`config.mk`:
```
export PLATFORM = sky130hd
export DESIGN_NAME = msp430_sync_debounce
export DESIGN_NICKNAME = d
export VERILOG_FILES = /design/src/rtl/msp430_sync_pkg.sv /design/src/rtl/msp430_sync_debounce_chan.sv /design/src/rtl/msp430_sync_debounce.sv
export SDC_FILE = /design/constraint.sdc
export NUM_CORES = 1
export LEC_CHECK = 0
export ABC_CLOCK_PERIOD_IN_PS = 900
export CORE_ASPECT_RATIO = 0.9
export CORE_MARGIN = 2
export CORE_UTILIZATION = 45
export CTS_CLUSTER_DIAMETER = 200
export CTS_CLUSTER_SIZE = 28
export DETAILED_ROUTE_END_ITERATION = 12
export GPL_TIMING_DRIVEN = 0
export PLACE_DENSITY_LB_ADDON = 0.12
export SYNTH_ARGS = -nofsm -noshare
export SYNTH_HDL_FRONTEND = slang
export SYNTH_SLANG_ARGS = --single-unit
```
`constraint.sdc`:
```
create_clock -name clk -period 0.9 [get_ports clk]
set_input_delay 0.09 -clock clk [delete_from_list [all_inputs] [get_ports clk]]
set_output_delay 0.09 -clock clk [all_outputs]
set_load 0.03 [all_outputs]
```
`src/rtl/msp430_sync_pkg.sv`:
```
// Shared defaults and sizing helpers for the synchronizer/debounce block.
package msp430_sync_pkg;

    localparam int DEF_WIDTH    = 4;
    localparam int DEF_STAGES   = 2;
    localparam int DEF_FILT_CNT = 3;

    // Counter width able to hold values up to FILT_CNT.
    function automatic int cnt_w(input int filt_cnt);
        return $clog2(filt_cnt + 1);
    endfunction

endpackage

```
`src/rtl/msp430_sync_debounce_chan.sv`:
```
// One channel: metastability chain, stability counter, and registered edge pulses.
module msp430_sync_debounce_chan
    import msp430_sync_pkg::*;
#(
    parameter int   STAGES   = DEF_STAGES,
    parameter int   FILT_CNT = DEF_FILT_CNT,
    parameter logic RST_BIT  = 1'b0
) (
    input  logic clk,
    input  logic rst,
    input  logic data_in,
    input  logic filt_en,
    output logic data_out,
    output logic rise,
    output logic fall
);

    localparam int             CW      = cnt_w(FILT_CNT);
    localparam logic [CW-1:0]  CNT_MAX = CW'(FILT_CNT - 1);

    logic [STAGES-1:0] r_sync;
    logic [CW-1:0]     r_cnt;
    logic              r_out;
    logic              r_rise;
    logic              r_fall;

    logic w_s;
    logic w_diff;
    logic w_take;

    assign w_s    = r_sync[STAGES-1];
    assign w_diff = (w_s != r_out);
    // Bypass behaves as a threshold of one: any difference is taken immediately.
    assign w_take = w_diff && (!filt_en || (r_cnt == CNT_MAX));

    always_ff @(posedge clk) begin
        if (rst) begin
            r_sync <= {STAGES{RST_BIT}};
            r_out  <= RST_BIT;
            r_cnt  <= '0;
            r_rise <= 1'b0;
            r_fall <= 1'b0;
        end else begin
            r_sync <= {r_sync[STAGES-2:0], data_in};
            r_rise <= w_take &&  w_s;
            r_fall <= w_take && !w_s;
            if (w_take) begin
                r_out <= w_s;
                r_cnt <= '0;
            end else if (w_diff && filt_en) begin
                r_cnt <= r_cnt + 1'b1;
            end else begin
                r_cnt <= '0;
            end
        end
    end

    assign data_out = r_out;
    assign rise     = r_rise;
    assign fall     = r_fall;

endmodule

```
`src/rtl/msp430_sync_debounce.sv`:
```
// Multi-channel input synchronizer with optional glitch filter and edge pulses.
module msp430_sync_debounce
    import msp430_sync_pkg::*;
#(
    parameter int               WIDTH    = DEF_WIDTH,
    parameter int               STAGES   = DEF_STAGES,
    parameter int               FILT_CNT = DEF_FILT_CNT,
    parameter logic [WIDTH-1:0] RST_VAL  = '0
) (
    input  logic             clk,
    input  logic             rst,
    input  logic [WIDTH-1:0] data_in,
    input  logic             filt_en,
    output logic [WIDTH-1:0] data_out,
    output logic [WIDTH-1:0] rise,
    output logic [WIDTH-1:0] fall
);

    for (genvar g = 0; g < WIDTH; g++) begin : g_chan
        msp430_sync_debounce_chan #(
            .STAGES   (STAGES),
            .FILT_CNT (FILT_CNT),
            .RST_BIT  (RST_VAL[g])
        ) u_chan (
            .clk      (clk),
            .rst      (rst),
            .data_in  (data_in[g]),
            .filt_en  (filt_en),
            .data_out (data_out[g]),
            .rise     (rise[g]),
            .fall     (fall[g])
        );
    end

endmodule

```
==> impl_metrics.yaml, run 1 <==
clocking:
  cts-buffers-inserted: 3
  cts.path.max_buffers: 2
  htree_levels: 1
  postCtsHoldBufs: 0
  clk_pin_slew_ps: 140
  clkLatencyLatePin_ps: 320
  cts_tree: "yes"
  cts.sinks: 28
  cts-root-buf: "clkbuf_4"
die:
  coreArea_um2: 2200
  rows: 16
  die_w_um: 55.2
  die_area_um2: 2760
  start_util_pct: 48.2
  die-height_um: 50.1
  ios: 19
pwr:
  swShare_pct: 23.5
  clockPowerShare_pct: 24.5
  p_per_area_nw_per_um2: 1280
  power.switching_uw: 477
  seqPwrFrac_pct: 63.7
  intPower_mw: 1.55
  p_total_mw: 2.03
  ir_worst_vdd_mv: 1.49
  p_leak_nw: 0.569
  comb_power_share_pct: 11.8
detailed_routing:
  wl_um: 2020
  drc: 0
  drtIter0Drc: 2
  ant_nets: 0
  via_per_inst: 4.95
  dr.pass1.iters: 2
  vias: 703
  wl_per_cell_um: 14.2
place:
  place_inst: 141
  place_ws_ps: -422
  placed_cell_area_um2: 1280
  gp_congestion: 0.674
  dp_hpwl_um: 1180
  portBuffers: 18
flow_run:
  maxCapViolCount: 0
cells_and_area:
  final_nets: 128
  most-common-layout-cells: "17 x dfxtp_2, 16 x buf_6, 10 x dfxtp_1, 8 x nor4b_2, 8 x nor2b_1"
  design_area_um2: 1590
  utilization_pct: 72.2
  final_cells: 142
  synthToLayoutAreaGrowth_pct: 49.8
  layout-drive-gt1-share_pct: 67.0
  insertedDiodeCount: 0
  final_common_cell: "dfxtp_2"
timing:
  rsz0062_at_grt: "yes"
  setup_viol: 14
  finalCritPeriodShare_pct: 114
  hold_viol_final: 0
  max_freq_mhz: 978
  worstMarginPinSlew_ps: 489
  slew-limit-headroom_pct: 67.4
  drv_slew: 0
  fin_skew_ps: 6.46
  whs_ps: 227
  tns_ps: -526
  min_period_ps: 1020
  worst_slack_ps: -123
outcome:
  violations: "negative setup slack"
  status: "finished, violations left"
grt:
  grt_pass1_vias: 745
  antenna_found_initial: 0
  grt_first_pass_wirelength_um: 3410
  grt_overflow: 0
  grt.total_usage_pct: 17.5
  grt_max_degree: 15
worst_setup_path:
  crit_required_ps: 810
  start_kind: "flop"
  setup.worst_path.class: "flop to primary output"
  end_kind: "primary output"
  critPathArrivalTime_ps: 930
  worst-path-max-fanout: 2
synth:
  syn_nets: 107
  ys_seq_area_share_pct: 52.8
  synth_cell_types: 14
  synth_cells: 96
  yosysWarnings: 0
  syn_area_um2: 1060
  postSynthAreaPerCell_um2: 11.1
  ys_ff_latch: 28
min_path:
  min_path_type: "input port to flop"
## cells in the mapped netlist, drive strengths merged
library cell | instances | area [um^2]
dfxtp | 28 | 561
buf | 14 | 100
nor2b | 12 | 75.1
nor4 | 8 | 50.1
nor4b | 8 | 70.1
nand2b | 6 | 40.0
ha | 4 | 50.1
inv | 4 | 15.0
nand4bb | 4 | 45.0
o21ai | 4 | 20.0
xnor2 | 4 | 35.0
## path summary, 6_finish.rpt
path	slack (ps)	depth (start not counted)	end	start
setup / recovery	-120	2	data_out[3]	g_chan[3].u_chan.data_out
hold / removal	230	3	g_chan[2].u_chan.data_out	rst
setup reg to reg	-70	3	g_chan[3].u_chan.r_cnt[0]	g_chan[3].u_chan.data_out
hold reg to reg	420	1	g_chan[1].u_chan.r_cnt[0]	g_chan[1].u_chan.r_cnt[0]
## cell families after synthesis
logic type	Yosys count	synth area share, %
compound gates	4	1.89
xor+xnor	4	3.30
fa+ha+maj	4	4.72
buf+inv	18	10.8
flops	28	52.8
simple gates	38	26.4
## registers in the layout, summed over array words and instances, names as in the netlist
name and count:
g_chan.u_chan.r_sync 8, g_chan.u_chan.data_out 4, g_chan.u_chan.r_cnt 8, g_chan.u_chan.fall 4, g_chan.u_chan.rise 4
## layout make-up
cell class / count / area, um^2
Tap cell: 27 / 33.8
Timing Repair Buffer: 26 / 264
Buffer: 4 / 35.0
Fill cell: 164 / 613
Multi-Input combinational cell: 50 / 633
Clock buffer: 3 / 22.5
Sequential cell: 28 / 586
Inverter: 4 / 15.0
## what timing repair did
action | in CTS | in global routing
endpoints found under the setup margin | 32 | 32
hold endpoints to repair | 0 | 0
resized for setup | 141 | 10
pin swaps | 7 | 7
setup buffers | 7 | 1
## critical path, cell delays in order (launching register included)
cell and delay [ps]:
dfxtp_4 380, buf_6 110, buf_6 120
## metal layers
| layer | vias up | track usage (%) | routed length, um |
|---|---|---|---|
| met5 | - | 0 | 0 |
| met4 | 0 | 3.66 | 12 |
| met3 | 2 | 6.67 | 90 |
| met2 | 12 | 30.4 | 1050 |
| met1 | 329 | 19.9 | 869 |
| li1 | 360 | - | - |
## power groups by stage
stage | clock [mW] | combinational, mW | sequential [mW]
2_1_floorplan | 0 | 0.103 | 1.31
3_3_place_gp | 0 | 0.162 | 1.31
3_5_place_dp | 0 | 0.165 | 1.32
4_1_cts | 0.517 | 0.217 | 1.29
5_1_grt | 0.581 | 0.257 | 1.30
6_report | 0.496 | 0.240 | 1.29
No activity file was read; power rests on OpenSTA's default activity.
==> run 2: changes to the inputs <==
- RECOVER_POWER: default -> 100
==> impl_metrics.yaml, run 2 (same netlist as run 1, synthesis figures left out) <==
min_path:
  min_path_type: "input port to flop"
pwr:
  p_per_area_nw_per_um2: 1280
  ir_worst_vdd_mv: 1.49
  p_total_mw: 2.02
  p_leak_nw: 0.555
die:
  start_util_pct: 48.2
  die-height_um: 50.1
  ios: 19
  die_w_um: 55.2
  rows: 16
  coreArea_um2: 2200
  die_area_um2: 2760
worst_setup_path:
  crit_chain: "buf_6 -> buf_6"
  cp_num_buf_inv: 2
  slowest_stage: "dfxtp_4"
  critPathArrivalTime_ps: 930
  critical-path-top-delay-family: "flip-flops"
  end_kind: "primary output"
  start_kind: "flop"
  crit_path_frequent_cell: "buf_6"
  setup.worst_path.class: "flop to primary output"
  worst-path-max-fanout: 2
  slowest_delay_ps: 380
  crit_required_ps: 810
timing:
  slew-limit-headroom_pct: 67.3
  setup_viol: 16
  hold_viol_final: 0
  finalCritPeriodShare_pct: 114
  rsz0062_at_grt: "yes"
  min_period_ps: 1020
  fin_skew_ps: 6.11
  worst_slack_ps: -122
  drv_slew: 0
  whs_ps: 235
  max_freq_mhz: 978
  worstMarginPinSlew_ps: 491
detailed_routing:
  vias: 708
  drc: 0
  ant_nets: 0
  drtIter0Drc: 2
  via_per_inst: 4.99
  dr.pass1.iters: 2
  wl_um: 2010
  wl_per_cell_um: 14.2
grt:
  grt_overflow: 0
  grt_max_degree: 15
  grt.total_usage_pct: 17.5
  antenna_found_initial: 0
  grt_first_pass_wirelength_um: 3410
  grt_pass1_vias: 745
cells_and_area:
  most-common-layout-cells: "17 x dfxtp_2, 16 x buf_6, 10 x dfxtp_1, 8 x nor4b_2, 8 x nor2b_1"
  reg_top3: "g_chan.u_chan.r_cnt: 8 flops, g_chan.u_chan.r_sync: 8 flops"
  insertedDiodeCount: 0
  synthToLayoutAreaGrowth_pct: 48.8
  layout-drive-gt1-share_pct: 66.1
  final_nets: 128
  final_cells: 142
  final_common_cell: "dfxtp_2"
place:
  portBuffers: 18
  dp_hpwl_um: 1180
  place_inst: 141
  place_ws_ps: -422
  gp_congestion: 0.674
clocking:
  cts-buffers-inserted: 3
  clk_pin_slew_ps: 140
  clkLatencyLatePin_ps: 320
  cts.path.max_buffers: 2
  cts_tree: "yes"
  cts.sinks: 28
  htree_levels: 1
  cts-root-buf: "clkbuf_4"
  postCtsHoldBufs: 0
outcome:
  violations: "negative setup slack"
  status: "finished, violations left"
flow_run:
  maxCapViolCount: 0
## run 2: cell types whose count changed in the layout (fill, tap and decap cells not counted), sizes merged
cell	delta
buf	-1
clkbuf	+2
dlymetal6s2s	-1
## run 2: per-layer routing
layer | GRT usage [%] | share of wire, % | up-vias
li1 | - | - | 360
met1 | 19.9 | 42 | 334
met2 | 30.4 | 53 | 12
met3 | 6.67 | 4.5 | 2
met4 | 3.66 | 0.60 | 0
met5 | 0 | 0 | -
## run 2: per-stage QoR
step / TNS [ps] / util (%) / cell area (um^2)
finish: -534 / 71.7 / 1580
global route: -2100 / 71.7 / 1580
CTS: -442 / 69.0 / 1520
detailed placement: -12030 / 58.2 / 1280
global placement: -12030 / 58.2 / 1280
floorplan: -20.3 / - / 1070
## run 2: path summary, 6_finish.rpt
| check | startpoint | to | slack (ps) | cells past startpoint |
|---|---|---|---|---|
| setup / recovery | g_chan[3].u_chan.data_out | data_out[3] | -120 | 2 |
| hold / removal | rst | g_chan[2].u_chan.data_out | 240 | 3 |
| setup reg to reg | g_chan[3].u_chan.data_out | g_chan[3].u_chan.r_cnt[0] | -70 | 3 |
| hold reg to reg | g_chan[1].u_chan.r_cnt[0] | g_chan[1].u_chan.r_cnt[0] | 420 | 1 |
## run 2: report_power, final
part	leakage [nW]	switching (mW)	internal [mW]
combinational	0.304	0.115	0.122
clock	0.0138	0.338	0.157
sequential	0.237	0.0232	1.27
## run 2: final cells by class
| type | count | area [um^2] |
|---|---|---|
| Sequential cell | 28 | 586 |
| Fill cell | 166 | 623 |
| Multi-Input combinational cell | 50 | 633 |
| Clock buffer | 3 | 22.5 |
| Tap cell | 27 | 33.8 |
| Timing Repair Buffer | 26 | 255 |
| Inverter | 4 | 15.0 |
| Buffer | 4 | 33.8 |
## run 2: worst reg2reg max path: stages (launching register included)
cell     delay, ps
dfxtp_4        380
buf_4          150
xnor2_2        150
nor4_2         210
## run 2: what timing repair did
action,CTS,global route
buffers inserted,7,1
setup endpoints to repair,32,32
pin swaps,7,7
resized for setup,141,10
